File: src/rtl/fifo_pkg.sv
// Shared async-FIFO definitions: default pointer width, depth and Gray/binary conversions.
package fifo_pkg;

  localparam int unsigned ADDRSIZE = 4;
  localparam int unsigned DEPTH    = 2 ** ADDRSIZE;

  // Width-agnostic: callers zero-extend into 32 bits and size-cast the result back.
  function automatic logic [31:0] bin2gray(input logic [31:0] b);
    return b ^ (b >> 1);
  endfunction

  function automatic logic [31:0] gray2bin(input logic [31:0] g);
    logic [31:0] b;
    b = g;
    for (int unsigned i = 1; i < 32; i++) begin
      b = b ^ (g >> i);
    end
    return b;
  endfunction

endpackage

File: src/rtl/rptr_empty_ctl.sv
// Read-side pointer, empty/almost-empty flag and fill-level controller (rclk domain).
// Optional sticky underflow flag: define RPTR_UNDERFLOW_FLAG_EN.
module rptr_empty_ctl #(
  parameter int unsigned ADDRSIZE  = fifo_pkg::ADDRSIZE,
  parameter int unsigned AE_THRESH = 2
) (
  input  logic                rclk,
  input  logic                rrst,
  input  logic                rinc,
  input  logic [ADDRSIZE:0]   rq2_wptr,
  output logic [ADDRSIZE-1:0] raddr,
  output logic [ADDRSIZE:0]   rptr,
  output logic                rempty,
  output logic                raempty,
  output logic [ADDRSIZE:0]   rlevel
`ifdef RPTR_UNDERFLOW_FLAG_EN
  ,
  output logic                runderflow
`endif
);
  import fifo_pkg::*;

  localparam int unsigned PW = ADDRSIZE + 1;
  localparam logic [ADDRSIZE:0] AE_T = PW'(AE_THRESH);

  logic [ADDRSIZE:0] r_bin;
  logic [ADDRSIZE:0] r_ptr;
  logic              r_empty;
  logic              r_aempty;
  logic [ADDRSIZE:0] r_level;

  logic              w_rd;
  logic [ADDRSIZE:0] w_binnext;
  logic [ADDRSIZE:0] w_graynext;
  logic [ADDRSIZE:0] w_wbin;
  logic [ADDRSIZE:0] w_lvlnext;

  assign w_rd       = rinc & ~r_empty;
  assign w_binnext  = r_bin + PW'(w_rd);
  assign w_graynext = PW'(bin2gray(32'(w_binnext)));
  assign w_wbin     = PW'(gray2bin(32'(rq2_wptr)));
  // Modulo subtraction over the full pointer width keeps the lap bit, so 2**ADDRSIZE reads as full.
  assign w_lvlnext  = w_wbin - w_binnext;

  always_ff @(posedge rclk or posedge rrst) begin
    if (rrst) begin
      r_bin    <= '0;
      r_ptr    <= '0;
      r_empty  <= 1'b1;
      r_aempty <= 1'b1;
      r_level  <= '0;
    end else begin
      r_bin    <= w_binnext;
      r_ptr    <= w_graynext;
      r_empty  <= (w_graynext == rq2_wptr);
      r_aempty <= (w_lvlnext <= AE_T);
      r_level  <= w_lvlnext;
    end
  end

`ifdef RPTR_UNDERFLOW_FLAG_EN
  logic r_underflow;

  always_ff @(posedge rclk or posedge rrst) begin
    if (rrst) begin
      r_underflow <= 1'b0;
    end else if (rinc && r_empty) begin
      r_underflow <= 1'b1;
    end
  end

  assign runderflow = r_underflow;
`endif

  assign raddr   = r_bin[ADDRSIZE-1:0];
  assign rptr    = r_ptr;
  assign rempty  = r_empty;
  assign raempty = r_aempty;
  assign rlevel  = r_level;

endmodule

File: config.mk
export PLATFORM = sky130hd
export DESIGN_NAME = rptr_empty_ctl
export DESIGN_NICKNAME = d
export VERILOG_FILES = /design/src/rtl/fifo_pkg.sv /design/src/rtl/rptr_empty_ctl.sv
export SDC_FILE = /design/constraint.sdc
export NUM_CORES = 1
export LEC_CHECK = 0
export BUFFER_PORTS_ARGS = -buffer_cell sky130_fd_sc_hd__buf_2
export CAP_MARGIN = 40
export CORE_MARGIN = 2
export CORE_UTILIZATION = 39
export DETAILED_ROUTE_END_ITERATION = 12
export PLACE_DENSITY = 0.7
export SLEW_MARGIN = 20
export SYNTH_ARGS = -nofsm -noshare
export SYNTH_HDL_FRONTEND = slang
export SYNTH_SLANG_ARGS = --single-unit
File: constraint.sdc
create_clock -name rclk -period 3.6 [get_ports rclk]
set_clock_uncertainty 0.2 [all_clocks]
set_input_delay 0.36 -clock rclk [delete_from_list [all_inputs] [get_ports rclk]]
set_output_delay 0.36 -clock rclk [all_outputs]
set_load 0.02 [all_outputs]
* Word level (Yosys, flattened, before mapping) *
Cells that the tools add are included.
W data, S select, Z words.

storage, ports and cells
  output and inout bits = 16
  register bits = 17
  input port bits = 8

operators by class
  magnitude comparators = 1
  equal/unequal tests = 1
  bitwise operators = 7
  $add $sub $neg = 2

operators by type and width
  cell                  count
  $xor A5 B4 Y5         2
  $add A5 B1 Y5         1
  $eq A5 B5 Y1          1
  $le A5 B2 Y1 const B  1
  $sub A5 B5 Y5         1
  $xor A5 B1 Y5         1
  $xor A5 B2 Y5         1
  $xor A5 B3 Y5         1
  $and A1 B1 Y1         1
  $not A1 Y1            1

* Logic depth before layout (Yosys ltp) *
  depth in word-level cells = 6
  gate-level depth with buffers = 9
  gate-level depth less buffers = 9

* Worst setup path before layout *
OpenSTA, ideal clock, no wires.

  path kind = input to register
  start point = in rq2_wptr[4]
  end point = reg r_aempty (netlist: raempty)
  arrival = 2.467 ns
  buffers on the path = 0
  setup slack = 0.828 ns
  stages = 9
  required time = 3.295 ns
  cells stage by stage = xor3_2 xor2_1 xnor2_1 ha_1 inv_1 fa_1 a31oi_1 xnor2_1 a2111oi_2

on the way
  word-level cells in the longest chain between the ends = 6

ends and longest elaborated chain
  what                  line                  source
  start, declared       rptr_empty_ctl.sv:10  input logic [ADDRSIZE:0] rq2_wptr,
  $xor A5 B4 Y5         fifo_pkg.sv:16        b = b ^ (g >> i);
  $xor A5 B3 Y5         fifo_pkg.sv:16
  $xor A5 B2 Y5         fifo_pkg.sv:16
  $xor A5 B1 Y5 *       fifo_pkg.sv:16
  $sub A5 B5 Y5 *       rptr_empty_ctl.sv:43  assign w_lvlnext = w_wbin - w_binnext;
  via w_lvlnext[4]      rptr_empty_ctl.sv:36  logic [ADDRSIZE:0] w_lvlnext;
  $le A5 B2 Y1 *        rptr_empty_ctl.sv:56  r_aempty <= (w_lvlnext <= AE_T);
  end signal, assigned  rptr_empty_ctl.sv:56
  end, declared         rptr_empty_ctl.sv:29  logic r_aempty;

The timed path passes the listed nets; every way through them passes the cells marked *.

* Worst setup path in the final report *
Ends and elaborated chain as after synthesis.

==> out/metrics.csv <==
metric;value;unit
status;finished, final reports clean;
hp-start;rq2_wptr[2];
avgSynthCellArea;12.55;µm²
place_congestion;0.7688;
worst_r2r_endpoint;raempty$_DFF_PP1_;
drt_iter0_drc;6;
vias_per_cell;4.597;
synth_top_family_by_area;XOR/XNOR gates;
min_path_type;in -> reg;
dp.cells;119;
worst-path-max-fanout;3;
reg2reg_slack;0.88;ns
ant_nets;0;
min_to;rempty$_DFF_PP1_;
cts_root_buf;clkbuf_4;
routed.top_layer;met4;
whs_path_depth;3;
tritoncts;built;
cts_buffer_depth;2;
clock_latency;0.29;ns
worst_pin_slew;0.6007;ns
dr.pass1.iters;2;
grt_pass1_vias;544;
wl_met1;625;µm
final_core_util;0.4885;
port_buffers;23;
vias;570;
hold_viol;0;
grt-ovfl-total;0;
fin_cells;124;
drive_above_1_share;0.3229;
worst_setup_path_end_kind;flop;
grt_pass1_wl;2490;µm
ys_seq_elements;16;
synth_nets;85;
die_x;51.46;µm
r2r_cells;9;
seq_area_frac_synth;0.4587;
diodes;0;
setup_viol;0;
cp_data_required_time;3.59;ns
relSlewSlack;0.5991;
die_y;51.46;µm
synth_compound_area_frac;0.06268;
drt_wl_total;1516;µm
met2_length;827;µm
cts-buffers-inserted;3;
cts.sinks;16;
critPathKind;in -> reg;
fp-row-count;17;
postCtsSetupBuffers;0;
fin_nets;112;
worst-endpoint-arrival;2.77;ns
dp.final_hpwl;1207;µm
synth.area.mux_share;0;
synth.cell_area;878.3;µm²
ys_types;21;
r2r_start;rempty$_DFF_PP1_;
initial_core_util;0.4048;
max_freq;360.2;MHz
startpoint_type;primary input;
final.min_clock_period;2.777;ns
cts-htree-levels;1;
ys_warn_count;0;
max_cap_viol_count;0;
path_clk_slew;0.10;ns
wl_met3;38;µm
startpoint;rq2_wptr[4];
io_pins;24;
synth-xor-area-share;0.2650;
grt_max_degree;17;
drt-wirelength-per-cell;12.23;µm
area_growth;20.66;%
synth_cells;70;
die_area;2648;µm²
synthAdderAreaFrac;0.1083;
core-area;2170;µm²
drt_drc_violations_left;0;
rsz0062_at_grt;no;
timing.final.crit_share;0.7713;
grt_usage;0.1344;
slew_violations;0;
synth-simple-area-share;0.05840;
setup_tns;0;ns
antenna_found_initial;0;
## per-stage QoR
step | worst slack, ns | area, µm² | hold slack (ns)
4_1_cts | 0.8020 | 1060 | 0.1867
3_3_place_gp | 0.5881 | 1013 | 0.2419
5_1_grt | 0.6100 | 1060 | 0.2034
2_1_floorplan | 0.8285 | 878.3 | 0.07231
3_5_place_dp | 0.4852 | 1013 | 0.2575
6_report | 0.8234 | 1060 | 0.1901
## worst max path at each step
stage	to	slack (ns)	cells after the start
finish	raempty$_DFF_PP1_	0.82	10
CTS	raempty$_DFF_PP1_	0.80	10
floorplan	raempty$_DFF_PP1_	0.83	9
global route	raempty$_DFF_PP1_	0.61	10
global placement	raempty$_DFF_PP1_	0.59	10
detailed placement	raempty$_DFF_PP1_	0.49	10
## routing by layer
layer / up-vias / global-route usage
li1: 282 / -
met3: 2 / 0.01754
met2: 9 / 0.2201
met4: 0 / 0.1053
met5: - / 0
met1: 277 / 0.1573
## cell type report
type | instances | area [µm²]
clock buffer | 4 | 36.28
inverter | 7 | 26.28
timing repair buffer | 24 | 125.1
fill | 217 | 1110
sequential | 16 | 402.9
multi-input combinational | 45 | 434.2
tap | 28 | 35.03
## synthesized netlist by cell type
master | count | area, µm²
xor3_2 | 1 | 25.02
buf_4 | 2 | 15.01
and4b_1 | 1 | 10.01
inv_1 | 7 | 26.28
ha_1 | 6 | 75.07
xnor2_1 | 15 | 131.4
xor2_1 | 6 | 52.55
nand3_1 | 2 | 10.01
fa_1 | 1 | 20.02
nor2b_1 | 2 | 12.51
dfrtp_1 | 14 | 350.3
nand2_1 | 1 | 3.750
a31oi_1 | 1 | 6.260
a21o_1 | 2 | 15.01
xor3_1 | 1 | 23.77
a311oi_1 | 1 | 8.760
nand4_1 | 1 | 6.260
a2111oi_2 | 1 | 15.01
a21oi_1 | 2 | 10.01
and3b_1 | 1 | 8.760
dfstp_2 | 2 | 52.55
## flip-flops by register name, indices dropped and copies added, names as in the netlist
| register | cells |
|---|---|
| rlevel | 5 |
| raempty | 1 |
| r_bin | 5 |
| rempty | 1 |
| rptr | 4 |
## logic make-up (layout without fill, tap and decap cells)
family / after synthesis / count (layout)
simple gates: 8 / 8
flops: 16 / 16
fa+ha+maj: 7 / 7
xor+xnor: 23 / 23
buf+inv: 9 / 35
compound gates: 7 / 7
## placed cells by master, fill, tap and decap left out
master         instances
a2111oi_2              1
a21o_1                 2
a21oi_1                2
a311oi_1               1
a31oi_1                1
and3b_1                1
and4b_1                1
buf_2                 23
clkbuf_4               3
clkbuf_8               1
dfrtp_1               14
dfstp_2                2
dlygate4sd3_1          1
fa_1                   1
ha_1                   6
inv_1                  7
nand2_1                1
nand3_1                2
nand4_1                1
nor2b_1                2
xnor2_1               15
xor2_1                 6
xor3_1                 1
xor3_2                 1
## critical path, cell delays in order
cell	delay, ns
buf_2	0.12
xor3_2	0.48
xor2_1	0.31
xnor2_1	0.17
ha_1	0.16
inv_1	0.06
fa_1	0.43
a31oi_1	0.21
xnor2_1	0.12
a2111oi_2	0.35
## repair_timing
item | CTS | global route
hold buffers | 1 | 0
hold endpoints to repair | 14 | 0
gates resized for setup | 0 | 0
Power is not shown: default switching activity piles up to over one toggle a cycle in this logic, so the estimate is an artifact.
